==> src/rtl/mips_cpu_pkg.sv <==
// rtl/mips_cpu_pkg.sv - opcode/funct constants, FSM state, ALU op and instruction class types
package mips_cpu_pkg;

  localparam logic [31:0] HALT_WORD = 32'hFFFF_FFFF;

  localparam logic [5:0] OP_RTYPE = 6'h00;
  localparam logic [5:0] OP_J     = 6'h02;
  localparam logic [5:0] OP_BEQ   = 6'h04;
  localparam logic [5:0] OP_BNE   = 6'h05;
  localparam logic [5:0] OP_ADDI  = 6'h08;
  localparam logic [5:0] OP_LW    = 6'h23;
  localparam logic [5:0] OP_SW    = 6'h2B;

  localparam logic [5:0] FN_ADD = 6'h20;
  localparam logic [5:0] FN_SUB = 6'h22;
  localparam logic [5:0] FN_AND = 6'h24;
  localparam logic [5:0] FN_OR  = 6'h25;
  localparam logic [5:0] FN_SLT = 6'h2A;

  typedef enum logic [2:0] {
    S_IDLE, S_FETCH, S_DECODE, S_EXEC, S_MEM, S_WB, S_HALT
  } state_t;

  typedef enum logic [2:0] {
    ALU_ADD, ALU_SUB, ALU_AND, ALU_OR, ALU_SLT
  } alu_op_t;

  typedef enum logic [2:0] {
    CL_NOP, CL_ALU, CL_LW, CL_SW, CL_BEQ, CL_BNE, CL_J, CL_HALT
  } iclass_t;

  function automatic logic [31:0] sext16(input logic [15:0] imm);
    return {{16{imm[15]}}, imm};
  endfunction

endpackage

==> src/rtl/mips_alu.sv <==
// rtl/mips_alu.sv - combinational 32-bit add/sub/and/or/signed-slt unit
module mips_alu
  import mips_cpu_pkg::*;
(
  input  alu_op_t     i_op,
  input  logic [31:0] i_a,
  input  logic [31:0] i_b,
  output logic [31:0] o_y
);

  always_comb begin
    o_y = i_a + i_b;
    case (i_op)
      ALU_SUB: o_y = i_a - i_b;
      ALU_AND: o_y = i_a & i_b;
      ALU_OR:  o_y = i_a | i_b;
      ALU_SLT: o_y = {31'd0, $signed(i_a) < $signed(i_b)};
      default: o_y = i_a + i_b;
    endcase
  end

endmodule

==> src/rtl/mips_multicycle_cpu.sv <==
// rtl/mips_multicycle_cpu.sv - multicycle MIPS subset core with internal instruction/data memories
// Define MIPS_CPU_BRANCH_EN to execute beq/bne/j; otherwise they retire as 4-cycle NOPs.
module mips_multicycle_cpu
  import mips_cpu_pkg::*;
#(
  parameter int IMEM_DEPTH = 16,
  parameter int DMEM_DEPTH = 16,
  parameter int OUT_ADDR   = 0
) (
  input  logic                          clk,
  input  logic                          reset,
  input  logic                          start,
  input  logic                          imem_we,
  input  logic [$clog2(IMEM_DEPTH)-1:0] imem_waddr,
  input  logic [31:0]                   imem_wdata,
  output logic [31:0]                   out,
  output logic                          out_valid,
  output logic [$clog2(IMEM_DEPTH)-1:0] pc,
  output logic                          halted
);

  localparam int IAW = $clog2(IMEM_DEPTH);
  localparam int DAW = (DMEM_DEPTH > 1) ? $clog2(DMEM_DEPTH) : 1;

  logic [31:0]    r_imem [IMEM_DEPTH];
  logic [31:0]    r_dmem [DMEM_DEPTH];
  logic [31:0]    r_regs [32];
  state_t         r_state;
  logic [IAW-1:0] r_pc;
  logic [31:0]    r_ir, r_a, r_b, r_alu, r_mdr, r_out;
  logic           r_out_valid, r_halted;

  logic [5:0]     w_op, w_fn;
  logic [4:0]     w_rs, w_rt, w_rd, w_wdst;
  logic [31:0]    w_imm, w_alu_b, w_alu_y, w_wdata;
  logic [DAW-1:0] w_exec_daddr, w_mem_daddr;
  iclass_t        w_cls;
  alu_op_t        w_alu_op;
  logic           w_use_imm, w_last, w_fin, w_jump;
  logic [IAW-1:0] w_jump_pc;

  assign w_op      = r_ir[31:26];
  assign w_rs      = r_ir[25:21];
  assign w_rt      = r_ir[20:16];
  assign w_rd      = r_ir[15:11];
  assign w_fn      = r_ir[5:0];
  assign w_imm     = sext16(r_ir[15:0]);
  assign w_wdst    = (w_op == OP_RTYPE) ? w_rd : w_rt;
  assign w_wdata   = (w_cls == CL_LW) ? r_mdr : r_alu;
  assign w_alu_b   = w_use_imm ? w_imm : r_b;
  assign w_last    = (r_pc == IAW'(IMEM_DEPTH - 1));
  assign w_exec_daddr = w_alu_y[DAW+1:2] & DAW'(DMEM_DEPTH - 1);
  assign w_mem_daddr  = r_alu[DAW+1:2] & DAW'(DMEM_DEPTH - 1);

  always_comb begin
    w_cls     = CL_NOP;
    w_alu_op  = ALU_ADD;
    w_use_imm = 1'b1;
    if (r_ir == HALT_WORD) begin
      w_cls = CL_HALT;
    end else begin
      case (w_op)
        OP_ADDI: w_cls = CL_ALU;
        OP_LW:   w_cls = CL_LW;
        OP_SW:   w_cls = CL_SW;
        OP_RTYPE: begin
          w_use_imm = 1'b0;
          w_cls     = CL_ALU;
          case (w_fn)
            FN_ADD:  w_alu_op = ALU_ADD;
            FN_SUB:  w_alu_op = ALU_SUB;
            FN_AND:  w_alu_op = ALU_AND;
            FN_OR:   w_alu_op = ALU_OR;
            FN_SLT:  w_alu_op = ALU_SLT;
            default: w_cls    = CL_NOP;
          endcase
        end
`ifdef MIPS_CPU_BRANCH_EN
        OP_BEQ:  w_cls = CL_BEQ;
        OP_BNE:  w_cls = CL_BNE;
        OP_J:    w_cls = CL_J;
`endif
        default: w_cls = CL_NOP;
      endcase
    end
  end

  mips_alu u_alu (
    .i_op (w_alu_op),
    .i_a  (r_a),
    .i_b  (w_alu_b),
    .o_y  (w_alu_y)
  );

  // w_fin marks the last cycle of an instruction; the common tail below picks the next pc.
  always_comb begin
    w_fin     = 1'b0;
    w_jump    = 1'b0;
    w_jump_pc = r_pc;
    case (r_state)
      S_EXEC:  w_fin = (w_cls == CL_BEQ) || (w_cls == CL_BNE) || (w_cls == CL_J);
      S_MEM:   w_fin = (w_cls == CL_SW);
      S_WB:    w_fin = 1'b1;
      default: w_fin = 1'b0;
    endcase
`ifdef MIPS_CPU_BRANCH_EN
    if (r_state == S_EXEC) begin
      if (w_cls == CL_J) begin
        w_jump    = 1'b1;
        w_jump_pc = r_ir[IAW-1:0];
      end else if ((w_cls == CL_BEQ && r_a == r_b) || (w_cls == CL_BNE && r_a != r_b)) begin
        w_jump    = 1'b1;
        w_jump_pc = r_pc + IAW'(1) + w_imm[IAW-1:0];
      end
    end
`endif
  end

  always_ff @(posedge clk) begin
    if (imem_we && (r_state == S_IDLE || r_state == S_HALT))
      r_imem[imem_waddr] <= imem_wdata;
    if (reset && r_state == S_MEM && w_cls == CL_SW)
      r_dmem[w_mem_daddr] <= r_b;
  end

  always_ff @(posedge clk) begin
    if (!reset) begin
      r_state     <= S_IDLE;
      r_pc        <= '0;
      r_ir        <= '0;
      r_a         <= '0;
      r_b         <= '0;
      r_alu       <= '0;
      r_mdr       <= '0;
      r_out       <= '0;
      r_out_valid <= 1'b0;
      r_halted    <= 1'b0;
      for (int i = 0; i < 32; i++) r_regs[i] <= '0;
    end else begin
      r_out_valid <= 1'b0;
      case (r_state)
        S_IDLE: begin
          if (start) begin
            r_pc    <= '0;
            r_state <= S_FETCH;
          end
        end
        S_FETCH: begin
          r_ir    <= r_imem[r_pc];
          r_state <= S_DECODE;
        end
        S_DECODE: begin
          r_a <= r_regs[w_rs];
          r_b <= r_regs[w_rt];
          if (w_cls == CL_HALT) begin
            r_state  <= S_HALT;
            r_halted <= 1'b1;
          end else begin
            r_state <= S_EXEC;
          end
        end
        S_EXEC: begin
          r_alu   <= w_alu_y;
          r_state <= (w_cls == CL_LW || w_cls == CL_SW) ? S_MEM : S_WB;
          // out is registered here so it is visible during the store's MEM cycle
          if (w_cls == CL_SW && w_exec_daddr == DAW'(OUT_ADDR)) begin
            r_out       <= r_b;
            r_out_valid <= 1'b1;
          end
        end
        S_MEM: begin
          r_mdr   <= r_dmem[w_mem_daddr];
          r_state <= S_WB;
        end
        S_WB: begin
          if ((w_cls == CL_ALU || w_cls == CL_LW) && w_wdst != 5'd0)
            r_regs[w_wdst] <= w_wdata;
        end
        S_HALT: r_state <= S_HALT;
        default: r_state <= S_IDLE;
      endcase
      if (w_fin) begin
        if (w_jump) begin
          r_pc    <= w_jump_pc;
          r_state <= S_FETCH;
        end else if (w_last) begin
          r_state  <= S_HALT;
          r_halted <= 1'b1;
        end else begin
          r_pc    <= r_pc + IAW'(1);
          r_state <= S_FETCH;
        end
      end
    end
  end

  assign out       = r_out;
  assign out_valid = r_out_valid;
  assign pc        = r_pc;
  assign halted    = r_halted;

endmodule

==> config.mk <==
export PLATFORM = sky130hd
export DESIGN_NAME = mips_multicycle_cpu
export DESIGN_NICKNAME = d
export VERILOG_FILES = /design/src/rtl/mips_cpu_pkg.sv /design/src/rtl/mips_alu.sv /design/src/rtl/mips_multicycle_cpu.sv
export SDC_FILE = /design/constraint.sdc
export NUM_CORES = 2
export LEC_CHECK = 0
export CAP_MARGIN = 20
export CORE_ASPECT_RATIO = 1.4
export CORE_MARGIN = 4
export CORE_UTILIZATION = 50
export CTS_BUF_LIST = sky130_fd_sc_hd__clkbuf_4
export CTS_CLUSTER_SIZE = 14
export DETAILED_ROUTE_END_ITERATION = 6
export GPL_TIMING_DRIVEN = 0
export PLACE_DENSITY = 0.76
export SLEW_MARGIN = 10
export SYNTH_ARGS = -nofsm -noshare
export SYNTH_HDL_FRONTEND = slang
export SYNTH_SLANG_ARGS = --single-unit
==> constraint.sdc <==
create_clock -name clk -period 4.8 [get_ports clk]
set_clock_uncertainty 0.05 [all_clocks]
set_input_delay 1.44 -clock clk [delete_from_list [all_inputs] [get_ports clk]]
set_output_delay 1.44 -clock clk [all_outputs]
set_load 0.005 [all_outputs]
==> qor.json <==
{
  "outcome": "complete, no violations",
  "detailed_place_hpwl_um": 249000,
  "synth_top_family_by_area": "multiplexers",
  "static-leakage-power_nw": 37.0,
  "min_period_ps": 4760,
  "post_drt_via_cell_ratio": 6.45,
  "cp_cell_sequence": "buf_2 -> buf_4 -> buf_2 -> nor2_1 -> a311oi_1 -> nand2_1 -> a21oi_4 -> nand2_1 -> clkbuf_1 -> nand2_2 -> buf_12",
  "timing_worst_slew_pin_value_ps": 1260,
  "ys_seq_elements": 2249,
  "grt_start_max_net_pins": 42,
  "worst-path-max-fanout": 26,
  "worst_ep_arrival_time_ps": 5600,
  "max_freq_ghz": 0.210,
  "drt_iter0_markers": 9349,
  "ios": 78,
  "die_width_um": 391,
  "die_h_um": 544,
  "clockRootBuffer": "sky130_fd_sc_hd__clkbuf_4",
  "synth_largest_area_cell": "sky130_fd_sc_hd__edfxtp_1",
  "grt_pass1_wl_um": 464000,
  "finalHoldWorstSlack_ps": 414,
  "coreArea_sq_um": 204000,
  "synthCells": 6287,
  "start_util": 0.503,
  "synth_xor_xnor_area_share": 0.00282,
  "drt.antenna.violating_nets": 0,
  "total_switching_power_w": 0.0113,
  "cts_hold_repair.buffers": 0,
  "internal_power_w": 0.0317,
  "hold_path.class": "flop to flop",
  "drt_pass1_iterations": 7,
  "io_buffer_count": 76,
  "max_cap_violations": 0,
  "critical_path.slowest_cell": "sky130_fd_sc_hd__a21oi_4",
  "grt-ovfl-total": 0,
  "simple_gate_portion_of_the_synthesized_area": 0.0649,
  "vias": 65400,
  "timing.critical_path.required_ps": 5640,
  "synth_enable_flop_cells": 2048,
  "cts_tree": "yes",
  "worst_slew_margin_rel": 0.135,
  "die_area_sq_um": 212000,
  "postSynthAreaPerCell_sq_um": 16.3,
  "worst_setup_path_start_kind": "flop",
  "post_drt_wl_per_cell_um": 32.4,
  "pre_cts_ws_ps": -1590,
  "layout_setup_ws_ps": 37.8,
  "numPlacedInstances": 9176,
  "slowest_delay_ps": 520,
  "timing.critical_path.to_type": "flop",
  "number_of_global_route_vias_before_repair": 66100,
  "finish.cell_count_without_fillers": 10200,
  "htree_num_levels": 6,
  "synth.most_common_cell": "sky130_fd_sc_hd__edfxtp_1",
  "finalHoldViolCount": 0,
  "cts.reportedPaths.clkPinSlew_ps": 70,
  "routed_wl_um": 329000,
  "regArea_sq_um": 65500,
  "total_area_of_multi_input_combinational_cells_sq_um": 35400,
  "pwr-share-comb": 0.117,
  "worst_skew_pair.late_latency_ps": 1260,
  "clockPowerShare": 0.366,
  "std_cell_rows": 196,
  "power_density_nw_per_um2": 369,
  "final-setup-viol-count": 0,
  "synth-compound-area-share": 0.0318,
  "drc": 0,
  "most_frequently_used_flop_master_after_synthesis": "sky130_fd_sc_hd__edfxtp_1",
  "final.period_utilization": 0.992,
  "synth_area_sq_um": 102000,
  "synthArstFlopShare": 0,
  "synth.area.mux_share": 0.224,
  "fillers": 15300,
  "initial_antenna_violation_count": 17,
  "drive_above_1_share": 0.292,
  "reg2reg_setup_slack_ps": 40,
  "finalWeightedCongestion": 0.978,
  "yosys_warnings": 0,
  "count_of_unique_library_cells_instantiated_by_yosys": 81,
  "maxSlewViolCount": 0,
  "yosys-top-cells-count": "sky130_fd_sc_hd__edfxtp_1 (2048), sky130_fd_sc_hd__nor2_1 (1204), sky130_fd_sc_hd__mux4_2 (960), sky130_fd_sc_hd__clkbuf_1 (401), sky130_fd_sc_hd__nand2_1 (292)",
  "sequential_element_share_of_the_synthesized_area": 0.639,
  "adder_and_majority_cell_fraction_of_the_synthesized_area": 0.0124,
  "synth_largest_type_area_fraction": 0.600,
  "power.switching_fraction": 0.263,
  "grtUsageTotal": 0.308,
  "numCtsBuffers": 527,
  "nNetsFinal": 7217,
  "tritoncts_num_sinks": 2249,
  "worst_ir_drop_vdd_uv": 171,
  "timing_worst_setup_path_type": "flop to flop",
  "clock_path_buffers": 4,
  "share_seq_of_total_power": 0.517,
  "ys_top_cells_by_area": "sky130_fd_sc_hd__edfxtp_1 (60%), sky130_fd_sc_hd__mux4_2 (21%), sky130_fd_sc_hd__nor2_1 (4.4%), sky130_fd_sc_hd__dfxtp_1 (3.9%), sky130_fd_sc_hd__clkbuf_1 (1.5%)",
  "synthToLayoutAreaGrowth_pct": 13.8
}
-- placed cells by master, fill, tap and decap left out, types with 11 or more instances in the layout --
cell                              count
sky130_fd_sc_hd__xnor2_1             23
sky130_fd_sc_hd__buf_16              19
sky130_fd_sc_hd__o211ai_1            14
sky130_fd_sc_hd__buf_6               30
sky130_fd_sc_hd__mux2i_1            129
sky130_fd_sc_hd__nor2_1            1178
sky130_fd_sc_hd__clkinv_2            18
sky130_fd_sc_hd__o21ai_0             76
sky130_fd_sc_hd__bufinv_16           11
sky130_fd_sc_hd__buf_2               58
sky130_fd_sc_hd__ha_1                91
sky130_fd_sc_hd__inv_1              117
sky130_fd_sc_hd__nor2_4              25
sky130_fd_sc_hd__or3_1               14
sky130_fd_sc_hd__nand2_2             31
sky130_fd_sc_hd__dfxtp_1            201
sky130_fd_sc_hd__clkbuf_4           769
sky130_fd_sc_hd__nor3_1              22
sky130_fd_sc_hd__nand2_1            258
sky130_fd_sc_hd__a21oi_1            159
sky130_fd_sc_hd__clkbuf_1           385
sky130_fd_sc_hd__conb_1              32
sky130_fd_sc_hd__buf_12              48
sky130_fd_sc_hd__nand2b_1            13
sky130_fd_sc_hd__nand4_1             17
sky130_fd_sc_hd__mux4_2             960
sky130_fd_sc_hd__edfxtp_1          2048
sky130_fd_sc_hd__clkinvlp_4          12
sky130_fd_sc_hd__a211oi_1            79
sky130_fd_sc_hd__diode_2             13
sky130_fd_sc_hd__buf_1               58
sky130_fd_sc_hd__clkinv_1            88
sky130_fd_sc_hd__nand3_1             29
sky130_fd_sc_hd__clkdlybuf4s50_1     76
sky130_fd_sc_hd__buf_4               59
sky130_fd_sc_hd__a21o_1              25
-- final cells by class --
| class | instances | area share |
|---|---|---|
| antenna | 13 | 0.000279 |
| sequential | 2249 | 0.562 |
| clock inverter | 155 | 0.00884 |
| tap | 2673 | 0.0287 |
| inverter | 117 | 0.00376 |
| multi-input combinational | 3424 | 0.303 |
| buffer | 522 | 0.0184 |
| clock buffer | 762 | 0.0490 |
| timing repair buffer | 236 | 0.0264 |
-- power groups by stage --
stage	sequential [W]	clock, W	combinational [W]
after detailed placement	0.0227	0	0.00465
after floorplan	0.0224	0	0.00286
final	0.0222	0.0158	0.00505
after CTS	0.0222	0.0158	0.00480
after global placement	0.0226	0	0.00450
after global routing	0.0223	0.0169	0.00524
-- per-layer routing --
metal | share of wire | vias up | GRT usage
li1 | - | 26600 | -
met1 | 0.32 | 33400 | 0.358
met2 | 0.50 | 4545 | 0.520
met3 | 0.10 | 954 | 0.0663
met4 | 0.075 | 8 | 0.196
met5 | 0.00016 | - | 0
-- timing repair --
action | CTS | global route
setup buffers | 7 | 13
endpoints found under the setup margin | 736 | 74
pin swaps | 9 | 17
gates resized for setup | 65 | 64
-- worst max-delay path: cells and delay by family, from the launching register on --
family                 cells  cell delay (ps)
DFF                        1              310
AOI/OAI and AO/OA          2              820
buffers and inverters      5             2010
and+or+nand+nor            4             1120
-- path summary, 6_finish.rpt --
path | start | end | cells after the start
worst min-delay path | r_mdr[6] | r_mdr[6] | 2
worst min register to register | r_mdr[6] | r_mdr[6] | 2
worst max-delay path | r_ir[16] | r_regs[7][15] | 11
worst max register to register | r_ir[16] | r_regs[7][15] | 11
-- registers in the layout, summed over array words and instances (netlist names) --
register,flops
out,32
r_a,32
r_alu,32
r_imem,512
r_ir,32
r_b,32
pc,4
r_dmem,512
halted,1
r_mdr,32
r_state,3
out_valid,1
r_regs,1024
-- cells by family after synthesis --
logic type / Yosys count
AO/OA/AOI/OAI: 504
AND/OR/NAND/NOR: 1661
XOR/XNOR: 33
other: 1
flip-flops: 2249
multiplexers: 1094
buffers and inverters: 645
adder cells (fa/ha/maj): 100
-- through the flow --
stage	utilization	cell area [sq um]	TNS, ps	power [W]
after floorplan	-	103000	0	0.0253
after global placement	0.524	107000	-3543140	0.0271
after detailed placement	0.534	109000	-495170	0.0273
after CTS	0.569	116000	0	0.0429
after global routing	0.573	117000	-27.5	0.0444
final	0.573	117000	0	0.0430
(Power assumes the default switching activity.)
